[src/rtl/return_address_stack_pkg.sv]
// Shared defaults for the fetch-stage return address stack.
// Pure declarations: no logic, no latency, no flow control.
package return_address_stack_pkg;
   localparam int RAS_DEPTH_DEFAULT       = 8;
   localparam int RAS_CHECKPOINTS_DEFAULT = 4;
   localparam int ADDR_W                  = 32;
endpackage

[src/rtl/return_address_stack_if.sv]
// Fetch/branch-predictor side bundle of the return address stack.
// master = fetch control and predictor, slave = the stack itself.
interface return_address_stack_if;
   import return_address_stack_pkg::*;

   logic              push;
   logic [ADDR_W-1:0] push_addr;
   logic              pop;
   logic [ADDR_W-1:0] pop_addr;
   logic              pop_valid;
   logic              fetch_valid;
   logic              fetch_retire;
   logic              branch_flush;
   logic              checkpoint_full;

   modport master (
      output push, push_addr, pop, fetch_valid, fetch_retire, branch_flush,
      input  pop_addr, pop_valid, checkpoint_full
   );

   modport slave (
      input  push, push_addr, pop, fetch_valid, fetch_retire, branch_flush,
      output pop_addr, pop_valid, checkpoint_full
   );
endinterface

[src/rtl/return_address_stack_ckpt_fifo.sv]
// Synchronous FIFO with first-word-fall-through head; one-cycle write-to-head latency.
// Push while full is accepted only alongside a pop; clear wins over push and pop.
module ras_checkpoint_fifo #(
   parameter int DEPTH  = 4,
   parameter int DATA_W = 8
) (
   input  logic              clk,
   input  logic              rst,
   input  logic              push,
   input  logic [DATA_W-1:0] push_data,
   input  logic              pop,
   input  logic              clear,
   output logic [DATA_W-1:0] head,
   output logic              full,
   output logic              empty
);
   localparam int PW = $clog2(DEPTH);

   logic [DATA_W-1:0] mem [DEPTH];
   logic [PW-1:0]     rd_ptr;
   logic [PW-1:0]     wr_ptr;
   logic [PW:0]       level;
   logic              do_push;
   logic              do_pop;

   assign empty   = (level == '0);
   assign full    = (level == (PW+1)'(DEPTH));
   assign do_pop  = pop & ~empty;
   assign do_push = push & (~full | do_pop);
   assign head    = mem[rd_ptr];

   always_ff @(posedge clk) begin
      if (rst || clear) begin
         rd_ptr <= '0;
         wr_ptr <= '0;
         level  <= '0;
      end else begin
         if (do_push) wr_ptr <= wr_ptr + PW'(1);
         if (do_pop)  rd_ptr <= rd_ptr + PW'(1);
         level <= level + {{PW{1'b0}}, do_push} - {{PW{1'b0}}, do_pop};
      end
   end

   always_ff @(posedge clk) begin
      if (!rst && !clear && do_push) mem[wr_ptr] <= push_data;
   end
endmodule

[src/rtl/return_address_stack.sv]
// Speculative return address stack: top of stack is combinational from state, updates visible next cycle.
// One pointer checkpoint per outstanding fetch; checkpoint_full tells fetch to stall, flush restores the oldest.
module return_address_stack
   import return_address_stack_pkg::*;
#(
   parameter int RAS_DEPTH       = RAS_DEPTH_DEFAULT,
   parameter int RAS_CHECKPOINTS = RAS_CHECKPOINTS_DEFAULT
) (
   input logic                   clk,
   input logic                   rst,
   return_address_stack_if.slave ras
);
   localparam int IW = $clog2(RAS_DEPTH);
   localparam int CW = IW + 1;

   typedef struct packed {
      logic [IW-1:0] read_index;
      logic [CW-1:0] count;
   } ras_checkpoint_t;

   logic [ADDR_W-1:0] mem [RAS_DEPTH];
   ras_checkpoint_t   cur;
   ras_checkpoint_t   restore;
   logic              effective;
   logic              do_push;
   logic              do_pop;
   logic              ckpt_empty;
   logic              ckpt_full;
   logic [IW-1:0]     wr_index;

   assign effective = ras.fetch_valid & ~ras.branch_flush;
   assign do_push   = effective & ras.push;
   assign do_pop    = effective & ras.pop;
   // Call+return in one fetch replaces the top rather than moving the pointer.
   assign wr_index  = do_pop ? cur.read_index : cur.read_index + IW'(1);

   always_ff @(posedge clk) begin
      if (rst) begin
         cur.read_index <= '0;
         cur.count      <= '0;
      end else if (ras.branch_flush) begin
         if (!ckpt_empty) cur <= restore;
      end else if (do_push && !do_pop) begin
         cur.read_index <= cur.read_index + IW'(1);
         if (cur.count != CW'(RAS_DEPTH)) cur.count <= cur.count + CW'(1);
      end else if (do_pop && !do_push && cur.count != '0) begin
         cur.read_index <= cur.read_index - IW'(1);
         cur.count      <= cur.count - CW'(1);
      end
   end

   always_ff @(posedge clk) begin
      if (!rst && do_push) mem[wr_index] <= ras.push_addr;
   end

   ras_checkpoint_fifo #(
      .DEPTH  (RAS_CHECKPOINTS),
      .DATA_W ($bits(ras_checkpoint_t))
   ) u_ckpt_fifo (
      .clk       (clk),
      .rst       (rst),
      .push      (effective),
      .push_data (cur),
      .pop       (ras.fetch_retire & ~ras.branch_flush),
      .clear     (ras.branch_flush),
      .head      (restore),
      .full      (ckpt_full),
      .empty     (ckpt_empty)
   );

   assign ras.pop_addr        = mem[cur.read_index];
   assign ras.pop_valid       = (cur.count != '0);
   assign ras.checkpoint_full = ckpt_full;
endmodule
[src/flat_wrapper.sv]
// flat-port wrapper written by rule: the top's interface ports become plain ports
module return_address_stack_flat import return_address_stack_pkg::*;
#(
   parameter int RAS_DEPTH       = RAS_DEPTH_DEFAULT,
   parameter int RAS_CHECKPOINTS = RAS_CHECKPOINTS_DEFAULT
)
  (clk, rst, ras_push, ras_push_addr, ras_pop, ras_fetch_valid, ras_fetch_retire, ras_branch_flush, ras_pop_addr, ras_pop_valid, ras_checkpoint_full);
  return_address_stack_if ras_i ();
  input logic clk;
  input logic rst;
  input wire logic [$bits(ras_i.push)-1:0] ras_push;
  input wire logic [$bits(ras_i.push_addr)-1:0] ras_push_addr;
  input wire logic [$bits(ras_i.pop)-1:0] ras_pop;
  input wire logic [$bits(ras_i.fetch_valid)-1:0] ras_fetch_valid;
  input wire logic [$bits(ras_i.fetch_retire)-1:0] ras_fetch_retire;
  input wire logic [$bits(ras_i.branch_flush)-1:0] ras_branch_flush;
  output wire logic [$bits(ras_i.pop_addr)-1:0] ras_pop_addr;
  output wire logic [$bits(ras_i.pop_valid)-1:0] ras_pop_valid;
  output wire logic [$bits(ras_i.checkpoint_full)-1:0] ras_checkpoint_full;
  assign ras_i.push = ras_push;
  assign ras_i.push_addr = ras_push_addr;
  assign ras_i.pop = ras_pop;
  assign ras_i.fetch_valid = ras_fetch_valid;
  assign ras_i.fetch_retire = ras_fetch_retire;
  assign ras_i.branch_flush = ras_branch_flush;
  assign ras_pop_addr = ras_i.pop_addr;
  assign ras_pop_valid = ras_i.pop_valid;
  assign ras_checkpoint_full = ras_i.checkpoint_full;
  return_address_stack #(.RAS_DEPTH(RAS_DEPTH), .RAS_CHECKPOINTS(RAS_CHECKPOINTS)) u_core (.clk(clk), .rst(rst), .ras(ras_i));
endmodule
[config.mk]
export PLATFORM = sky130hd
export DESIGN_NAME = return_address_stack_flat
export DESIGN_NICKNAME = d
export VERILOG_FILES = /design/src/rtl/return_address_stack_pkg.sv /design/src/rtl/return_address_stack_if.sv /design/src/rtl/return_address_stack_ckpt_fifo.sv /design/src/rtl/return_address_stack.sv /design/src/flat_wrapper.sv
export SDC_FILE = /design/constraint.sdc
export NUM_CORES = 1
export LEC_CHECK = 0
export BUFFER_PORTS_ARGS = -buffer_cell sky130_fd_sc_hd__buf_4
export CAP_MARGIN = 20
export CORE_ASPECT_RATIO = 0.8
export CORE_MARGIN = 10
export CORE_UTILIZATION = 35
export CTS_BUF_LIST = sky130_fd_sc_hd__clkbuf_4 sky130_fd_sc_hd__clkbuf_8 sky130_fd_sc_hd__clkbuf_16
export DETAILED_ROUTE_END_ITERATION = 12
export PLACE_DENSITY = 0.63
export SLEW_MARGIN = 20
export SYNTH_ARGS = -nofsm -noshare
export SYNTH_HDL_FRONTEND = slang
export SYNTH_SLANG_ARGS = --single-unit
[constraint.sdc]
create_clock -name clk -period 6.5 [get_ports clk]
set_input_delay 1.95 -clock clk [delete_from_list [all_inputs] [get_ports clk]]
set_output_delay 1.95 -clock clk [all_outputs]
set_load 0.1 [all_outputs]
==> impl_metrics.yaml <==
drt:
  drt_iter0_drc: 387
  dr.pass1.iters: 4
  vias: 5551
  wirelength_mm: 23.5
  viasPerCell: 5.08
  wl_per_cell_um: 21.5
  drtAntennaViolNets: 0
  post-route-drc-count: 0
timing:
  relSlewSlack: 0.310
  slew_violations: 0
  finClkSkew_ps: 19.4
  timing.final.crit_share: 0.734
  tightestPinTransition_ps: 1040
  tns_ps: 0
  rsz0062_at_grt: "no"
  setup_viol: 0
  setup_slack_ps: 1730
  hold_viol_final: 0
  finalCriticalPeriod_ps: 4770
  fmax_ghz: 0.210
critical_path:
  cp_max_fo: 23
  endpoint_kind: "primary output"
  ff2ff_setup_slack_ps: 3800
  path_class: "reg -> out"
  required_ps: 4550
  critPathArrivalTime_ps: 2820
  cp-start-kind: "flop"
clock_tree:
  cts_max_path_buffers: 3
  ctsHoldBuffers: 0
  ctsResizeCount: 0
  cts.sinks: 303
  cts_buffers: 31
  post_cts_buffers: 0
  clock_latency_ps: 570
  cts_root_buf: "clkbuf_16"
  cts_tree: "yes"
  htreeDepth: 1
  path_clk_slew_ps: 60
placement:
  place_area_sq_mm: 0.0128
  dp_hpwl_mm: 13.9
  dp_slack_ps: 2030
  gp_congestion: 0.826
  io_buffers: 72
final_layout:
  layout.nets: 683
  post-route-cell-area_sq_mm: 0.0140
  drive_above_1_share: 0.385
  nFillCells: 2827
  syn_to_final_growth_pct: 18.6
yosys:
  synth.top_cell.area_share: 0.724
  synth_common_cells: "edfxtp_1 (284), mux4_2 (71), mux2_2 (32)"
  mappedNetlistArea_sq_mm: 0.0118
  syn_nets: 597
  yosysMostFrequentCell: "edfxtp_1"
  yosysWarnings: 0
  netlist_instances: 547
  ys_ff_latch: 303
  async_flop_share: 0
  ys_seq_area_frac: 0.756
  synth_area_leaders: "edfxtp_1 (72%), mux4_2 (14%), dfxtp_1 (3.2%), mux2_2 (3.1%), ha_1 (0.96%)"
  synth_edf_count: 284
  syn_area_per_cell_sq_um: 21.5
  synth.distinct_cells: 43
  synthFlopType: "edfxtp_1"
  yosysTopAreaCell: "edfxtp_1"
floorplan:
  start_util: 0.353
  design.core.area_sq_mm: 0.0334
  die_area_sq_mm: 0.0415
  ioPinCount: 73
  fp.dieH_um: 184
  row_count: 60
  chipWidth_um: 225
job:
  max_cap_violations: 0
global_route:
  grt_first_pass_wirelength_mm: 36.4
  first_global_vias: 6117
  grt_use_total: 0.114
  antenna_found_initial: 3
  overflow: 0
  grt_max_degree: 65
outcome:
  outcome: "finished, final reports clean"
worst_hold_path:
  hold_class: "reg -> reg"
power_and_ir_drop:
  leakagePower_nw: 4.47
  vdd_drop_max_mv: 0.216
  powerDensity_mw_per_mm2: 324
worst paths after layout:
path                                     start                to  depth (start not counted)
hold / removal    u_core.u_ckpt_fifo.rd_ptr[0]              flop                          2
setup / recovery                          flop   ras_pop_addr[8]                          4
setup reg to reg                 u_core.cur[4]  u_core.mem[1][7]                          4
hold reg to reg   u_core.u_ckpt_fifo.rd_ptr[0]              flop                          2
state kept, by name, indices dropped and copies added, names as in the netlist, named ones only:
name and cells:
u_core.mem 256, u_core.u_ckpt_fifo.wr_ptr 2, u_core.u_ckpt_fifo.rd_ptr 2, u_core.u_ckpt_fifo.level 3, u_core.cur 7, u_core.u_ckpt_fifo.mem 28
worst max-delay path, cell delays in order (launching register included):
cell and delay, ps:
dfxtp_4 590, buf_4 500, mux4_2 580, mux2_2 320, buf_4 240
cell type report:
| class | instances | area, sq um | area share |
|---|---|---|---|
| Tap cell | 434 | 543 | 0.0389 |
| Inverter | 12 | 45.0 | 0.00322 |
| Multi-Input combinational cell | 205 | 2740 | 0.196 |
| Timing Repair Buffer | 80 | 601 | 0.0430 |
| Sequential cell | 303 | 8920 | 0.638 |
| Antenna cell | 1 | 2.50 | 0.000179 |
| Clock buffer | 32 | 783 | 0.0560 |
| Clock inverter | 25 | 343 | 0.0245 |
stage by stage:
stage               power, mW  utilization  hold slack, ps  cells
floorplan                2.55            -             485    547
global placement         2.67        0.385             502   1034
detailed placement       2.68        0.385             542   1034
CTS                      4.58        0.418             555   1091
global route             4.69        0.418             584   1091
finish                   4.53        0.418             553   1092
placed cells by master, fill, tap and decap left out, types with 3 or more instances in the layout:
| master | instances |
|---|---|
| buf_4 | 80 |
| mux2_2 | 32 |
| xnor2_1 | 8 |
| clkinvlp_4 | 5 |
| nor2_1 | 12 |
| clkbuf_16 | 31 |
| bufinv_16 | 7 |
| clkinv_2 | 6 |
| dfxtp_1 | 16 |
| xor2_1 | 3 |
| ha_1 | 9 |
| inv_1 | 12 |
| nand2_1 | 9 |
| edfxtp_1 | 284 |
| or3_1 | 4 |
| nor3b_2 | 4 |
| mux2i_1 | 4 |
| a21oi_1 | 7 |
| mux4_2 | 71 |
| and2_1 | 5 |
power by group:
part	leakage (nW)	switching (mW)	internal, mW	total (mW)
clock network	0.541	0.737	1.16	1.90
logic	1.21	0.301	0.142	0.443
registers	2.72	0.0379	2.15	2.19
total	4.47	1.08	3.46	4.53
kinds of logic after synthesis:
kind of cell | Yosys count | share of synthesized area
compound gates | 20 | 0.0110
xor+xnor | 12 | 0.00956
fa+ha+maj | 11 | 0.0130
buf+inv | 39 | 0.0141
flops | 303 | 0.756
mux | 108 | 0.171
simple gates | 54 | 0.0255
metal layers:
layer	vias to the layer above	GRT usage	wire length [um]
met5	-	0	21
met4	4	0.0318	437
met1	2929	0.143	9940
li1	2422	-	-
met2	155	0.194	11600
met3	41	0.0268	1450
No activity file was read; power rests on OpenSTA's default activity.
